File: src/rtl/inst_enc_if.sv
// inst_enc_if: field-in / instruction-out handshake bundle for the instruction encoder
interface inst_enc_if #(parameter int ADDR_W = 14);
    logic              in_valid;
    logic              in_ready;
    logic [2:0]        in_fmt;
    logic [6:0]        in_opcode;
    logic [4:0]        in_rd;
    logic [4:0]        in_rs1;
    logic [4:0]        in_rs2;
    logic [2:0]        in_funct3;
    logic [6:0]        in_funct7;
    logic [31:0]       in_imm;
    logic              out_valid;
    logic              out_ready;
    logic [31:0]       out_inst;
    logic [ADDR_W-1:0] out_addr;
    logic              out_err;
    modport slave (
        input  in_valid, in_fmt, in_opcode, in_rd, in_rs1, in_rs2, in_funct3, in_funct7, in_imm, out_ready,
        output in_ready, out_valid, out_inst, out_addr, out_err
    );
    modport master (
        output in_valid, in_fmt, in_opcode, in_rd, in_rs1, in_rs2, in_funct3, in_funct7, in_imm, out_ready,
        input  in_ready, out_valid, out_inst, out_addr, out_err
    );
endinterface

File: src/rtl/inst_enc.sv
// inst_enc: packs RV32I fields into instruction words and queues them with byte addresses
module inst_enc #(
    parameter int DEPTH  = 2,
    parameter int ADDR_W = 14
) (
    input  logic       clk,
    input  logic       rst_n,
    input  logic       addr_clr,
    output logic [7:0] err_cnt,
    inst_enc_if.slave  bus
);
    localparam int PW = DEPTH > 1 ? $clog2(DEPTH) : 1;
    localparam int CW = $clog2(DEPTH + 1);
    logic [31:0]       imm, word;
    logic              err, ok11, ok12, ok20, push, pop;
    logic [31:0]       m_inst [DEPTH];
    logic [ADDR_W-1:0] m_addr [DEPTH];
    logic              m_err  [DEPTH];
    logic [PW-1:0]     wp, rp;
    logic [CW-1:0]     cnt;
    logic [ADDR_W-1:0] pc, base;
    function automatic logic [PW-1:0] inc(input logic [PW-1:0] p);
        return p == PW'(DEPTH - 1) ? '0 : p + 1'b1;
    endfunction
    assign imm  = bus.in_imm;
    assign ok11 = &imm[31:11] | ~|imm[31:11];
    assign ok12 = &imm[31:12] | ~|imm[31:12];
    assign ok20 = &imm[31:20] | ~|imm[31:20];
    assign push = bus.in_valid & bus.in_ready;
    assign pop  = bus.out_valid & bus.out_ready;
    assign base = addr_clr ? '0 : pc;
    assign bus.in_ready  = cnt != CW'(DEPTH);
    assign bus.out_valid = cnt != '0;
    assign bus.out_inst  = bus.out_valid ? m_inst[rp] : '0;
    assign bus.out_addr  = bus.out_valid ? m_addr[rp] : '0;
    assign bus.out_err   = bus.out_valid & m_err[rp];
    // format-dependent packing and immediate range check; invalid formats become a flagged NOP
    always_comb begin
        word = bus.in_fmt == 3'd0 ? {bus.in_funct7, bus.in_rs2, bus.in_rs1, bus.in_funct3, bus.in_rd, bus.in_opcode} :
               bus.in_fmt == 3'd1 ? {imm[11:0], bus.in_rs1, bus.in_funct3, bus.in_rd, bus.in_opcode} :
               bus.in_fmt == 3'd2 ? {imm[11:5], bus.in_rs2, bus.in_rs1, bus.in_funct3, imm[4:0], bus.in_opcode} :
               bus.in_fmt == 3'd3 ? {imm[12], imm[10:5], bus.in_rs2, bus.in_rs1, bus.in_funct3, imm[4:1], imm[11], bus.in_opcode} :
               bus.in_fmt == 3'd4 ? {imm[31:12], bus.in_rd, bus.in_opcode} :
               bus.in_fmt == 3'd5 ? {imm[20], imm[10:1], imm[11], imm[19:12], bus.in_rd, bus.in_opcode} :
                                    32'h0000_0013;
        err  = bus.in_fmt == 3'd0 ? 1'b0 :
               bus.in_fmt <= 3'd2 ? ~ok11 :
               bus.in_fmt == 3'd3 ? imm[0] | ~ok12 :
               bus.in_fmt == 3'd4 ? |imm[11:0] :
               bus.in_fmt == 3'd5 ? imm[0] | ~ok20 :
                                    1'b1;
    end
    // FIFO payload storage; validity is tracked by cnt, so no reset is needed here
    always_ff @(posedge clk) begin
        if (push) begin
            m_inst[wp] <= word;
            m_addr[wp] <= base;
            m_err[wp]  <= err;
        end
    end
    // FIFO pointers, occupancy, address counter and saturating error count
    always_ff @(posedge clk or negedge rst_n) begin
        if (!rst_n) begin
            wp      <= '0;
            rp      <= '0;
            cnt     <= '0;
            pc      <= '0;
            err_cnt <= '0;
        end else begin
            wp      <= push ? inc(wp) : wp;
            rp      <= pop ? inc(rp) : rp;
            cnt     <= cnt + CW'(push) - CW'(pop);
            pc      <= base + (push ? ADDR_W'(4) : '0);
            err_cnt <= err_cnt + 8'(push & err & (err_cnt != 8'hFF));
        end
    end
endmodule

File: src/flat_wrapper.sv
// flat-port wrapper written by rule: the top's interface ports become plain ports
module inst_enc_flat 
#(
    parameter int DEPTH  = 2,
    parameter int ADDR_W = 14
)
  (clk, rst_n, addr_clr, err_cnt, bus_in_valid, bus_in_fmt, bus_in_opcode, bus_in_rd, bus_in_rs1, bus_in_rs2, bus_in_funct3, bus_in_funct7, bus_in_imm, bus_out_ready, bus_in_ready, bus_out_valid, bus_out_inst, bus_out_addr, bus_out_err);
  inst_enc_if #(.ADDR_W(ADDR_W)) bus_i ();
  input  logic clk;
  input  logic rst_n;
  input  logic addr_clr;
  output logic [7:0] err_cnt;
  input wire logic [$bits(bus_i.in_valid)-1:0] bus_in_valid;
  input wire logic [$bits(bus_i.in_fmt)-1:0] bus_in_fmt;
  input wire logic [$bits(bus_i.in_opcode)-1:0] bus_in_opcode;
  input wire logic [$bits(bus_i.in_rd)-1:0] bus_in_rd;
  input wire logic [$bits(bus_i.in_rs1)-1:0] bus_in_rs1;
  input wire logic [$bits(bus_i.in_rs2)-1:0] bus_in_rs2;
  input wire logic [$bits(bus_i.in_funct3)-1:0] bus_in_funct3;
  input wire logic [$bits(bus_i.in_funct7)-1:0] bus_in_funct7;
  input wire logic [$bits(bus_i.in_imm)-1:0] bus_in_imm;
  input wire logic [$bits(bus_i.out_ready)-1:0] bus_out_ready;
  output wire logic [$bits(bus_i.in_ready)-1:0] bus_in_ready;
  output wire logic [$bits(bus_i.out_valid)-1:0] bus_out_valid;
  output wire logic [$bits(bus_i.out_inst)-1:0] bus_out_inst;
  output wire logic [$bits(bus_i.out_addr)-1:0] bus_out_addr;
  output wire logic [$bits(bus_i.out_err)-1:0] bus_out_err;
  assign bus_i.in_valid = bus_in_valid;
  assign bus_i.in_fmt = bus_in_fmt;
  assign bus_i.in_opcode = bus_in_opcode;
  assign bus_i.in_rd = bus_in_rd;
  assign bus_i.in_rs1 = bus_in_rs1;
  assign bus_i.in_rs2 = bus_in_rs2;
  assign bus_i.in_funct3 = bus_in_funct3;
  assign bus_i.in_funct7 = bus_in_funct7;
  assign bus_i.in_imm = bus_in_imm;
  assign bus_i.out_ready = bus_out_ready;
  assign bus_in_ready = bus_i.in_ready;
  assign bus_out_valid = bus_i.out_valid;
  assign bus_out_inst = bus_i.out_inst;
  assign bus_out_addr = bus_i.out_addr;
  assign bus_out_err = bus_i.out_err;
  inst_enc #(.DEPTH(DEPTH), .ADDR_W(ADDR_W)) u_core (.clk(clk), .rst_n(rst_n), .addr_clr(addr_clr), .err_cnt(err_cnt), .bus(bus_i));
endmodule
File: config.mk
export PLATFORM = sky130hd
export DESIGN_NAME = inst_enc_flat
export DESIGN_NICKNAME = d
export VERILOG_FILES = /design/src/rtl/inst_enc_if.sv /design/src/rtl/inst_enc.sv /design/src/flat_wrapper.sv
export SDC_FILE = /design/constraint.sdc
export NUM_CORES = 1
export LEC_CHECK = 0
export CORE_MARGIN = 4
export CORE_UTILIZATION = 50
export DETAILED_ROUTE_END_ITERATION = 10
export MAX_ROUTING_LAYER = met4
export PLACE_DENSITY_LB_ADDON = 0.1
export SYNTH_ARGS = -nofsm -noshare
export SYNTH_HDL_FRONTEND = slang
export SYNTH_SLANG_ARGS = --single-unit
File: constraint.sdc
create_clock -name clk -period 3.9 [get_ports clk]
set_input_delay 0.39 -clock clk [delete_from_list [all_inputs] [get_ports clk]]
set_output_delay 0.39 -clock clk [all_outputs]
set_load 0.02 [all_outputs]
After elaboration in Yosys (flattened, before gate mapping)

Memory sizes are Yosys's and may differ from the RTL's.
Cells that the tools add are included.

Add/sub/neg operators: 6
Equality and inequality tests: 7
Mux-type cells: 19
Reduce and logical (&&, ||, !) cells: 12
Bitwise gates (word level): 13
$lt $le $gt $ge: 1

Operators by type and width:

| cell                                                                  | count |
|---|---|
| 32-bit 2-to-1 mux                                                     | 7 |
| 14-bit 2-to-1 mux                                                     | 2 |
| 12-bit OR reduction                                                   | 2 |
| 21-bit AND reduction                                                  | 1 |
| 21-bit OR reduction                                                   | 1 |
| 20-bit AND reduction                                                  | 1 |
| 20-bit OR reduction                                                   | 1 |
| 14-bit adder                                                          | 1 |
| 12-bit AND reduction                                                  | 1 |
| 1-bit 2-to-1 mux                                                      | 9 |
| 8-bit adder                                                           | 1 |
| 8-bit by 1-bit bitwise AND with 8-bit output                          | 1 |
| 8-bit != test, second input constant                                  | 1 |
| 3-bit by 2-bit == test with 1-bit output, second input constant       | 2 |
| 3-bit == test, second input constant                                  | 2 |
| 1-bit bitwise OR                                                      | 5 |
| 1-bit bitwise AND                                                     | 4 |
| 3-bit by 1-bit == test with 1-bit output, second input constant       | 1 |
| 3-bit by 2-bit <= comparator with 1-bit output, second input constant | 1 |
| 1-bit zero test                                                       | 3 |
| 3-bit zero test                                                       | 1 |
| 3-bit 2-to-1 mux                                                      | 1 |
| 1-bit inverter                                                        | 3 |
| 1-bit adder, second input constant                                    | 2 |
| 4 further kinds                                                       | 4 |

Bits in writable memories: 94
Word-level logic and storage cells: 66
Memories: 3
Output and inout port bits: 57
Bits of input ports: 72
Bits in registers: 26

Memories:

| memory        | depth | width | read ports | clocked after Yosys merged registers in | write ports | RTL line       | text |
|---|---|---|---|---|---|---|---|
| u_core.m_inst | 2     | 32    | 1          | 0                                       | 1           | inst_enc.sv:16 | `logic [31:0] m_inst [DEPTH];` |
| u_core.m_addr | 2     | 14    | 1          | 0                                       | 1           | inst_enc.sv:17 | `logic [ADDR_W-1:0] m_addr [DEPTH];` |
| u_core.m_err  | 2     | 1     | 1          | 0                                       | 1           | inst_enc.sv:18 | `logic m_err [DEPTH];` |

Longest topological paths before layout

Gate-level depths: netlist (run 1).

Depth in word-level cells: 13
Depth in mapped cells: 11
Gate-level depth less buffers: 10

Worst setup path before layout (run 1)

OpenSTA, ideal clock, no wires.

Path kind: register to register
Start: register u_core.cnt[1]
End: memory u_core.m_addr[0][0] (enable)
Period minus slack after synthesis: 3.225 ns
Path slack: 0.675 ns
Setup time: 0.452 ns
Required time: 3.448 ns
Stages on the path, launching flop included: 4
Arrival time: 2.774 ns
Path through: dfrtp_1 > nand2b_1 > nand2_1 > nor2_1

Cells in the longest elaborated chain, start to end: 4

RTL lines:

| item                                   | RTL line           | text |
|---|---|---|
| start, declared                        | inst_enc.sv:20     | `logic [CW-1:0] cnt;` |
| start signal, assigned                 | inst_enc.sv:72     | `cnt <= cnt + CW'(push) - CW'(pop);` |
| 2-bit != test                          | inst_enc.sv:32     | `assign bus.in_ready = cnt != CW'(DEPTH);` |
| via bus_in_ready                       | flat_wrapper.sv:23 | `output wire logic [$bits(bus_i.in_ready)-1:0] bus_in_ready;` |
| 1-bit bitwise AND                      | inst_enc.sv:29     | `assign push = bus.in_valid & bus.in_ready;` |
| 1-bit 2-to-1 mux                       | inst_enc.sv:55     | `if (push) begin` |
| 1-bit 2-to-1 mux (not written as such) | inst_enc.sv:57     | `m_addr[wp] <= base;` |
| end, declared                          | inst_enc.sv:17     |  |

The timed path passes the listed nets, and every way through them passes these cells.

Worst setup path in the final report (run 1)

Start: register u_core.cnt[1]
End: output port bus_out_inst[29]

Cells in the longest elaborated chain, start to end: 2

RTL lines:

| item               | RTL line           | text |
|---|---|---|
| 2-bit nonzero test | inst_enc.sv:33     | `assign bus.out_valid = cnt != '0;` |
| 32-bit 2-to-1 mux  | inst_enc.sv:34     | `assign bus.out_inst = bus.out_valid ? m_inst[rp] : '0;` |
| end, declared      | flat_wrapper.sv:25 | `output wire logic [$bits(bus_i.out_inst)-1:0] bus_out_inst;` |

Every way passes these cells.

==> results.py, run 1 <==
metrics = {
    "pwr": {
        "p_leak_nw": 2.93,
        "peakVddDrop_uv": 363,
        "power_density_nw_per_um2": 739,
    },
    "clock_tree": {
        "clkSinkCount": 120,
        "h-tree-depth": 4,
        "ctsResizeCount": 0,
        "hold_buffers": 0,
        "numCtsBuffers": 17,
        "clockBufferDepth": 2,
        "post-cts-setup-buffers": 0,
        "path_clk_slew_ps": 60,
        "clkLatencyLatePin_ps": 520,
        "clockRootBuffer": "clkbuf_8",
        "cts_tree": "built",
    },
    "critical_path": {
        "r2r_setup_slack_ps": 1520,
        "critical_path.cell_chain": "nor2_4 -> buf_4 -> nor2_1 -> clkdlybuf4s50_1",
        "worst-path-buf-inv": 2,
        "setup.worst_path.end_class": "output port",
        "crit_family": "buffers and inverters",
        "crit_start": "u_core.cnt[1]",
        "crit_required_ps": 3510,
        "path_max_fanout": 32,
        "slowest_stage": "nor2_4",
        "r2r-end": "u_core.err_cnt[6]",
        "rr_startpoint": "u_core.err_cnt[4]",
        "critical_path_class": "reg2out",
        "max_stage_delay_ps": 650,
        "r2r_cells": 9,
        "critical_path.startpoint_type": "flop",
        "worst_ep_arrival_time_ps": 2640,
    },
    "synth": {
        "synth_ff_type": "edfxtp_1",
        "synth_area_leaders": "edfxtp_1, dfrtp_1, mux2i_1",
        "synth-edff-count": 94,
        "ys_seq_elements": 120,
        "yosysTopAreaCell": "edfxtp_1",
        "synthCells": 419,
        "ys_seq_area_frac": 0.640,
        "yosysUniqueCellTypes": 39,
        "synth_top_cell_area_share": 0.520,
        "synth_area_per_cell_um2": 12.9,
        "synthesis.area_um2": 5420,
        "yosys_warnings": 0,
        "synth-async-reset-ratio": 0.217,
        "synth_nets": 497,
    },
    "sta": {
        "setup_viol": 0,
        "drv_slew": 0,
        "min_period_ps": 3030,
        "timing.fmax_mhz": 330,
        "hold_viol_final": 0,
        "rsz0062_at_grt": "false",
        "clock_skew_ps": 7.33,
        "hold_slack_ps": 420,
        "min_period_over_period": 0.777,
        "max_slew_margin": 0.219,
        "worstMarginPinSlew_ps": 1170,
        "setup_tns_ps": 0,
        "fin_ws_ps": 871,
    },
    "routing": {
        "first_iter_violations": 222,
        "vias": 3825,
        "routed_via_density": 5.44,
        "firstDrtPassIters": 5,
        "drc_errors": 0,
        "antenna_left": 0,
        "wl_um": 12300,
        "wire_per_inst_um": 17.5,
    },
    "placed_design": {
        "io_buffer_count": 128,
        "hpwl_um": 8620,
        "routabilityCongestion": 0.932,
        "dp.cells": 670,
        "pre_cts_slack_ps": 770,
    },
    "layout": {
        "antenna_cells": 0,
        "mostFrequentLayoutCells": "clkdlybuf4s50_1, edfxtp_1, nor2_1",
        "area_growth_syn_to_layout_pct": 37.5,
        "fill_cells": 764,
        "drive_gt1_frac": 0.0829,
        "final_common_cell": "clkdlybuf4s50_1",
        "final_cells": 703,
        "fin_util": 0.713,
        "nets": 632,
    },
    "floorplanning": {
        "die_h_um": 112,
        "coreArea_um2": 10500,
        "chipWidth_um": 112,
        "io_pins": 129,
        "initial_core_util": 0.518,
        "rows": 37,
        "die-area_um2": 12600,
    },
    "global_route": {
        "grt_max_degree": 48,
        "grt_antenna_before_repair": 0,
        "grt_pass1_vias": 4043,
        "grt_pass1_wl_um": 20400,
        "overflow": 0,
        "grt.total_usage": 0.211,
    },
    "run_status": {
        "run_status": "finished clean",
    },
    "hold_path": {
        "min_path_type": "in2async",
    },
    "run": {
        "maxCapViolations": 0,
    },
}
-- report_power, final --
group / switching [mW] / leakage (nW) / total, mW / internal (mW)
Clock: 0.522 / 0.293 / 1.54 / 1.02
Combinational: 1.15 / 1.41 / 2.09 / 0.945
Sequential: 0.150 / 1.23 / 1.88 / 1.73
Total: 1.82 / 2.93 / 5.51 / 3.69
-- sequential cells by signal, summed over array words and instances (netlist names) --
signal and count:
u_core.rp 1, u_core.m_addr 28, u_core.m_inst 64, u_core.pc 14, u_core.m_err 2, u_core.cnt 2
u_core.wp 1, u_core.err_cnt 8
-- synthesized netlist by cell type, drive strengths merged (2+ instances only) --
cell,instances
a21oi,5
a22o,5
a22oi,16
a31oi,2
and2,5
and3,10
buf,10
clkbuf,11
dfrtp,26
edfxtp,94
ha,6
inv,8
mux2,2
mux2i,49
nand2,18
nand2b,4
nand3,8
nand4,5
nor2,60
nor2b,13
nor3,3
nor4,7
o21ai,10
o22ai,6
o2bb2ai,8
or4,2
xnor2,10
xor2,9
-- how the worst max path moves through the flow --
stage,endpoint,slack [ps],cells after the start
CTS,bus_out_inst[29],780,4
global route,bus_out_inst[29],640,4
floorplan,u_core.m_addr[0][0],670,3
global placement,u_core.err_cnt[6],900,11
detailed placement,u_core.err_cnt[6],770,10
finish,bus_out_inst[29],870,4
-- layer usage --
metal | wire length, um | GRT usage
met5 | 0 | -
met3 | 864 | 0.0642
met2 | 6210 | 0.349
met4 | 236 | 0.0697
met1 | 5020 | 0.248
-- logic make-up (layout without fill, tap and decap cells) --
family	count (synthesis)	after routing	share of synthesized area
compound gates	57	57	0.0757
fa+ha+maj	6	6	0.0138
simple gates	137	137	0.123
buf+inv	29	177	0.0221
mux	51	51	0.0946
xor+xnor	19	19	0.0307
flops	120	120	0.640
-- worst reg2reg max path: cells and delay by family (launching register included) --
family | cells | cell delay (ps)
compound gates | 1 | 260
flops | 1 | 410
xor+xnor | 1 | 140
simple gates | 5 | 990
fa+ha+maj | 2 | 480
-- area by class of cell --
| class | count | area [um^2] | share of cell area |
|---|---|---|---|
| clock buffers | 23 | 467 | 0.0626 |
| clock inverters | 9 | 123 | 0.0164 |
| inverters | 8 | 30.0 | 0.00403 |
| multi-input cells | 270 | 1850 | 0.248 |
| flip-flops and latches | 120 | 3470 | 0.466 |
| well taps | 136 | 170 | 0.0228 |
| repair buffers | 137 | 1350 | 0.181 |
-- per-stage QoR --
step | power, mW | cell area, um^2
floorplan | 3.04 | 5420
global placement | 3.99 | 6860
detailed placement | 4.03 | 6860
CTS | 5.58 | 7450
global route | 5.80 | 7460
finish | 5.51 | 7460
Power figures use the tool's default switching activity.
==> run 2: changes to the inputs <==
CORE_UTILIZATION = 45   (was 50)
clock period = 2.6 ns   (was 3.9 ns; I/O delays follow)
==> results.py, run 2 (same netlist as run 1, synthesis figures left out) <==
metrics = {
    "layout": {
        "final_common_cell": "clkdlybuf4s50_1",
        "top_register": "u_core.m_inst",
        "nets": 661,
        "largestRegisters": "u_core.m_inst x64, u_core.m_addr x28, u_core.pc x14",
        "area_growth_syn_to_layout_pct": 41.8,
        "fin_area_um2": 7690,
        "antenna_cells": 0,
        "largest_reg_flops": 64,
        "fill_cells": 900,
        "seq_area_um2": 3470,
        "mostFrequentLayoutCells": "clkdlybuf4s50_1, edfxtp_1, nor2_1",
        "drive_gt1_frac": 0.131,
        "multiInputGateArea_um2": 1850,
        "final_cells": 739,
    },
    "placed_design": {
        "placed_cell_area_um2": 7150,
        "io_buffer_count": 128,
        "routabilityCongestion": 0.897,
        "hpwl_um": 9140,
        "dp.cells": 707,
    },
    "sta": {
        "timing.fmax_mhz": 395,
        "min_period_ps": 2530,
        "min_period_over_period": 0.975,
        "setup_viol": 0,
        "clock_skew_ps": 12.0,
        "drv_slew": 0,
        "max_slew_margin": 0.594,
        "rsz0062_at_grt": "false",
        "setup_tns_ps": 0,
        "worstMarginPinSlew_ps": 610,
        "hold_slack_ps": 228,
        "hold_viol_final": 0,
    },
    "global_route": {
        "grt_antenna_before_repair": 0,
        "overflow": 0,
        "grt_max_degree": 49,
        "grt_pass1_vias": 4212,
        "grt_pass1_wl_um": 21600,
        "grt.total_usage": 0.203,
    },
    "critical_path": {
        "path_max_fanout": 30,
        "crit_required_ps": 2340,
        "critical_path.startpoint_type": "flop",
        "rr_startpoint": "u_core.err_cnt[4]",
        "worst_ep_arrival_time_ps": 2270,
        "critical_path_class": "reg2out",
        "crit_start": "u_core.rp",
        "setup.worst_path.end_class": "output port",
    },
    "routing": {
        "firstDrtPassIters": 4,
        "wl_um": 13300,
        "drc_errors": 0,
        "routed_via_density": 5.29,
        "vias": 3912,
        "antenna_left": 0,
        "wire_per_inst_um": 18.0,
        "first_iter_violations": 256,
    },
    "clock_tree": {
        "cts_tree": "built",
        "hold_buffers": 0,
        "ctsResizeCount": 0,
        "clockRootBuffer": "clkbuf_16",
        "post-cts-setup-buffers": 0,
        "clkLatencyLatePin_ps": 400,
        "clockBufferDepth": 2,
        "clkSinkCount": 120,
        "h-tree-depth": 4,
        "path_clk_slew_ps": 50,
        "numCtsBuffers": 17,
    },
    "pwr": {
        "p_leak_nw": 3.05,
        "power.total_mw": 8.21,
        "peakVddDrop_uv": 547,
        "power_density_nw_per_um2": 1070,
    },
    "floorplanning": {
        "rows": 39,
        "chipWidth_um": 118,
        "die_h_um": 118,
        "initial_core_util": 0.467,
        "coreArea_um2": 11600,
        "io_pins": 129,
        "die-area_um2": 13900,
    },
    "run": {
        "maxCapViolations": 0,
    },
    "run_status": {
        "run_status": "finished clean",
    },
    "hold_path": {
        "min_path_type": "in2async",
    },
}
==> run 2: cell count changes in the layout (fill, tap and decap cells not counted), moves of 2 or more <==
cell / before / now
buf_12: 0 / 4
bufinv_16: 3 / 0
clkinvlp_4: 0 / 5
buf_4: 8 / 34
clkbuf_1: 3 / 1
==> run 2: path summary, 6_finish.rpt <==
kind	to	slack (ps)	depth (start not counted)
max	bus_out_inst[25]	70	4
min	u_core.cnt[1]	230	2
max reg2reg	u_core.err_cnt[6]	360	9
max in group asynchronous	u_core.rp	2090	2
min reg2reg	u_core.err_cnt[3]	510	1
min in group clk	u_core.err_cnt[3]	510	1
==> run 2: critical path, stage by stage, from the launching register on <==
cell	delay [ps]
dfrtp_2	560
buf_12	270
mux2i_1	110
nor2_1	240
clkdlybuf4s50_1	670
==> run 2: routing by layer <==
| layer | routed length, um | GRT usage | up-vias |
|---|---|---|---|
| met5 | 0 | - | - |
| met4 | 199 | 0.0623 | 0 |
| met3 | 623 | 0.0533 | 12 |
| met2 | 6410 | 0.313 | 120 |
| met1 | 6090 | 0.264 | 1887 |
| li1 | - | - | 1893 |
==> run 2: per-stage QoR <==
| stage | utilization | setup slack (ps) |
|---|---|---|
| 2_1_floorplan | - | 154 |
| 3_3_place_gp | 0.615 | -118 |
| 3_5_place_dp | 0.615 | -178 |
| 4_1_cts | 0.662 | 81.8 |
| 5_1_grt | 0.662 | 1.73 |
| 6_report | 0.662 | 66.1 |
==> run 2: layout make-up <==
class	count	share of cell area
Sequential cell	120	0.452
Multi-Input combinational cell	270	0.240
Timing Repair Buffer	166	0.210
Clock buffer	21	0.0612
Tap cell	143	0.0233
Clock inverter	11	0.00960
Inverter	8	0.00390
==> run 2: power by group <==
group	internal (mW)	total, mW	switching (mW)
Clock	1.29	2.10	0.812
Combinational	1.52	3.31	1.79
Sequential	2.59	2.80	0.212
Total	5.40	8.21	2.81
==> patch: new RTL, settings of run 1 <==
`DEPTH` is set to 2 in 2 places; all go to 1.
--- a/src/rtl/inst_enc.sv
+++ b/src/rtl/inst_enc.sv
@@ -1,5 +1,5 @@
 // inst_enc: packs RV32I fields into instruction words and queues them with byte addresses
 module inst_enc #(
-    parameter int DEPTH  = 2,
+    parameter int DEPTH  = 1,
     parameter int ADDR_W = 14
 ) (
--- a/src/flat_wrapper.sv
+++ b/src/flat_wrapper.sv
@@ -2,5 +2,5 @@
 module inst_enc_flat 
 #(
-    parameter int DEPTH  = 2,
+    parameter int DEPTH  = 1,
     parameter int ADDR_W = 14
 )
Formal check against the unedited RTL: not equivalent (a bounded check fails within 4 cycles, from zero or initial values and one cycle with rst_n low).
==> patch against run 1 <==
  * Sequential cell count down 50
  * Worst setup slack better by 250 ps
  * Cell area is 31% lower
  * Hold slack better by 87 ps
  * Critical path depth rose by 6
  * Via count fell by 23%
  * Routed wire length down 25%
  * Non-clock buffer count fell by 2
  * Area after synthesis decreased by 36%
  * Total power is 61% lower
  * Critical endpoint is now u_core.err_cnt[6]$_DFF_PN0_
==> patch: results (changes against run 1) <==
- Status: finished, final reports clean
- Initial DRC Count: 159 (-28%)
- Initial antenna violation count: 0 (unchanged)
- # H-tree levels: 3 (-1)
- Largest regs: u_core.m_inst: 32 flops, u_core.m_addr: 14 flops, u_core.pc: 14 flops
- Worst-Skew Late Latency: 340 ps (-180 ps)
- Syn Nets: 395 (-21%)
- Pin count of the biggest net entering global routing: 29 (-40%)
- CTS Hold Bufs: 0 (unchanged)
- Post-synthesis mux area share: 0.0186 (-0.0760)
- Maximum vdd drop: 0.000356 V (-2.0%)
- Internal power: 0.00152 W (-59%)
- Dominant cells by area after synthesis: edfxtp_1 (40%), dfrtp_1 (16%), and2_1 (9.3%), a22oi_1 (3.4%), o22ai_1 (2.5%)
- Fillers: 484 (-37%)
- Arrival @ worst endpoint: 3050 ps (+410 ps)
- Global placer's final weighted congestion: 0.873 (-6.3%)
- Layout cells sized above 1: 0.0640 (-0.0189)
- Post_cts resized: 0 (unchanged)
- Vias in the first global route: 2833 (-30%)
- Post-Synth Adder-Cell Area: 0.0143 (+0.000476)
- First-pass GRT wire length: 14400 um (-29%)
- Actual slew at the worst max-slew pin: 1070 ps (-102 ps)
- Number of synthesized flops with an enable pin: 47 (-50%)
- Post-synth cell types: 37 (-5.1%)
- Detailed-route via count: 2949 (-23%)
- CTS buffer count: 9 (-8)
- Top cells by count, synth: and2_1 (52), edfxtp_1 (47), dfrtp_1 (23)
- Number of nets in the layout: 524 (-17%)
- Ys async rst share: 0.329 (+0.112)
- Post-route ant nets: 0 (unchanged)
- Skew final: 6.67 ps (-0.667 ps)
- Pleak: 1.96 nW (-33%)
- GRT Total Usage: 0.225 (+0.0143)
- Worst Path Max Fanout: 15 (-53%)
- Sequential area share after synthesis: 0.568 (-0.0720)
- Total Routed Length: 9250 um (-25%)
- Detailed Place HPWL: 6790 um (-21%)
-- patch: critical path: stages --
cell	delay, ps
clkdlybuf4s50_1	710
nor2_1	530
and4b_1	260
nand3_1	90
a21oi_1	250
nor3_1	90
ha_1	230
ha_1	230
nand4_1	120
xnor2_1	120
-- patch: through the flow --
step,worst slack (ps),instance area (um^2),std cells,hold WS [ps]
2_1_floorplan,812,3500,319,94.4
3_3_place_gp,941,4890,533,487
3_5_place_dp,814,4890,533,482
4_1_cts,1120,5120,549,503
5_1_grt,918,5120,549,536
6_report,1120,5120,549,507
-- patch: area by class of cell --
type | count | share of cell area
flip-flops and latches | 70 | 0.388
multi-input cells | 218 | 0.273
repair buffers | 135 | 0.261
clock buffers | 9 | 0.0242
well taps | 96 | 0.0235
clock inverters | 7 | 0.0205
inverters | 14 | 0.0103
-- patch: worst paths after layout --
path / startpoint / depth (start not counted) / to / slack (ps)
worst max register to register: u_core.bus.out_valid$_DFF_PN0_ / 7 / u_core.pc[13]$_DFF_PN0_ / 1380
min in group asynchronous: rst_n / 1 / u_core.pc[12]$_DFF_PN0_ / 630
worst max-delay path: bus_in_fmt[1] / 10 / u_core.err_cnt[6]$_DFF_PN0_ / 1120
worst min-delay path: u_core.err_cnt[7]$_DFF_PN0_ / 1 / u_core.err_cnt[7]$_DFF_PN0_ / 510
max in group asynchronous: rst_n / 1 / u_core.err_cnt[5]$_DFF_PN0_ / 2630
worst min register to register: u_core.err_cnt[7]$_DFF_PN0_ / 1 / u_core.err_cnt[7]$_DFF_PN0_ / 510
-- patch: logic make-up after synthesis --
kind of cell,count (synthesis)
AOI/OAI and AO/OA,52
xor gates and xnor gates,14
and+or+nand+nor,142
DFF,70
adders and majority gates,4
buffers and inverters,31
muxes,6
-- patch: per-layer routing --
layer | wire (um) | global-route usage | up-vias
met2 | 4610 | 0.368 | 145
met4 | 142 | 0.0704 | 0
met1 | 3870 | 0.287 | 1383
li1 | - | - | 1404
met3 | 626 | 0.0418 | 17
met5 | 0 | - | -
-- patch: power groups by stage --
stage	clock [W]	sequential (W)	combinational, W
3_5_place_dp	0	0.000945	0.000541
2_1_floorplan	0	0.000962	0.000224
5_1_grt	0.000711	0.000940	0.000576
4_1_cts	0.000678	0.000931	0.000544
3_3_place_gp	0	0.000942	0.000532
6_report	0.000668	0.000930	0.000540
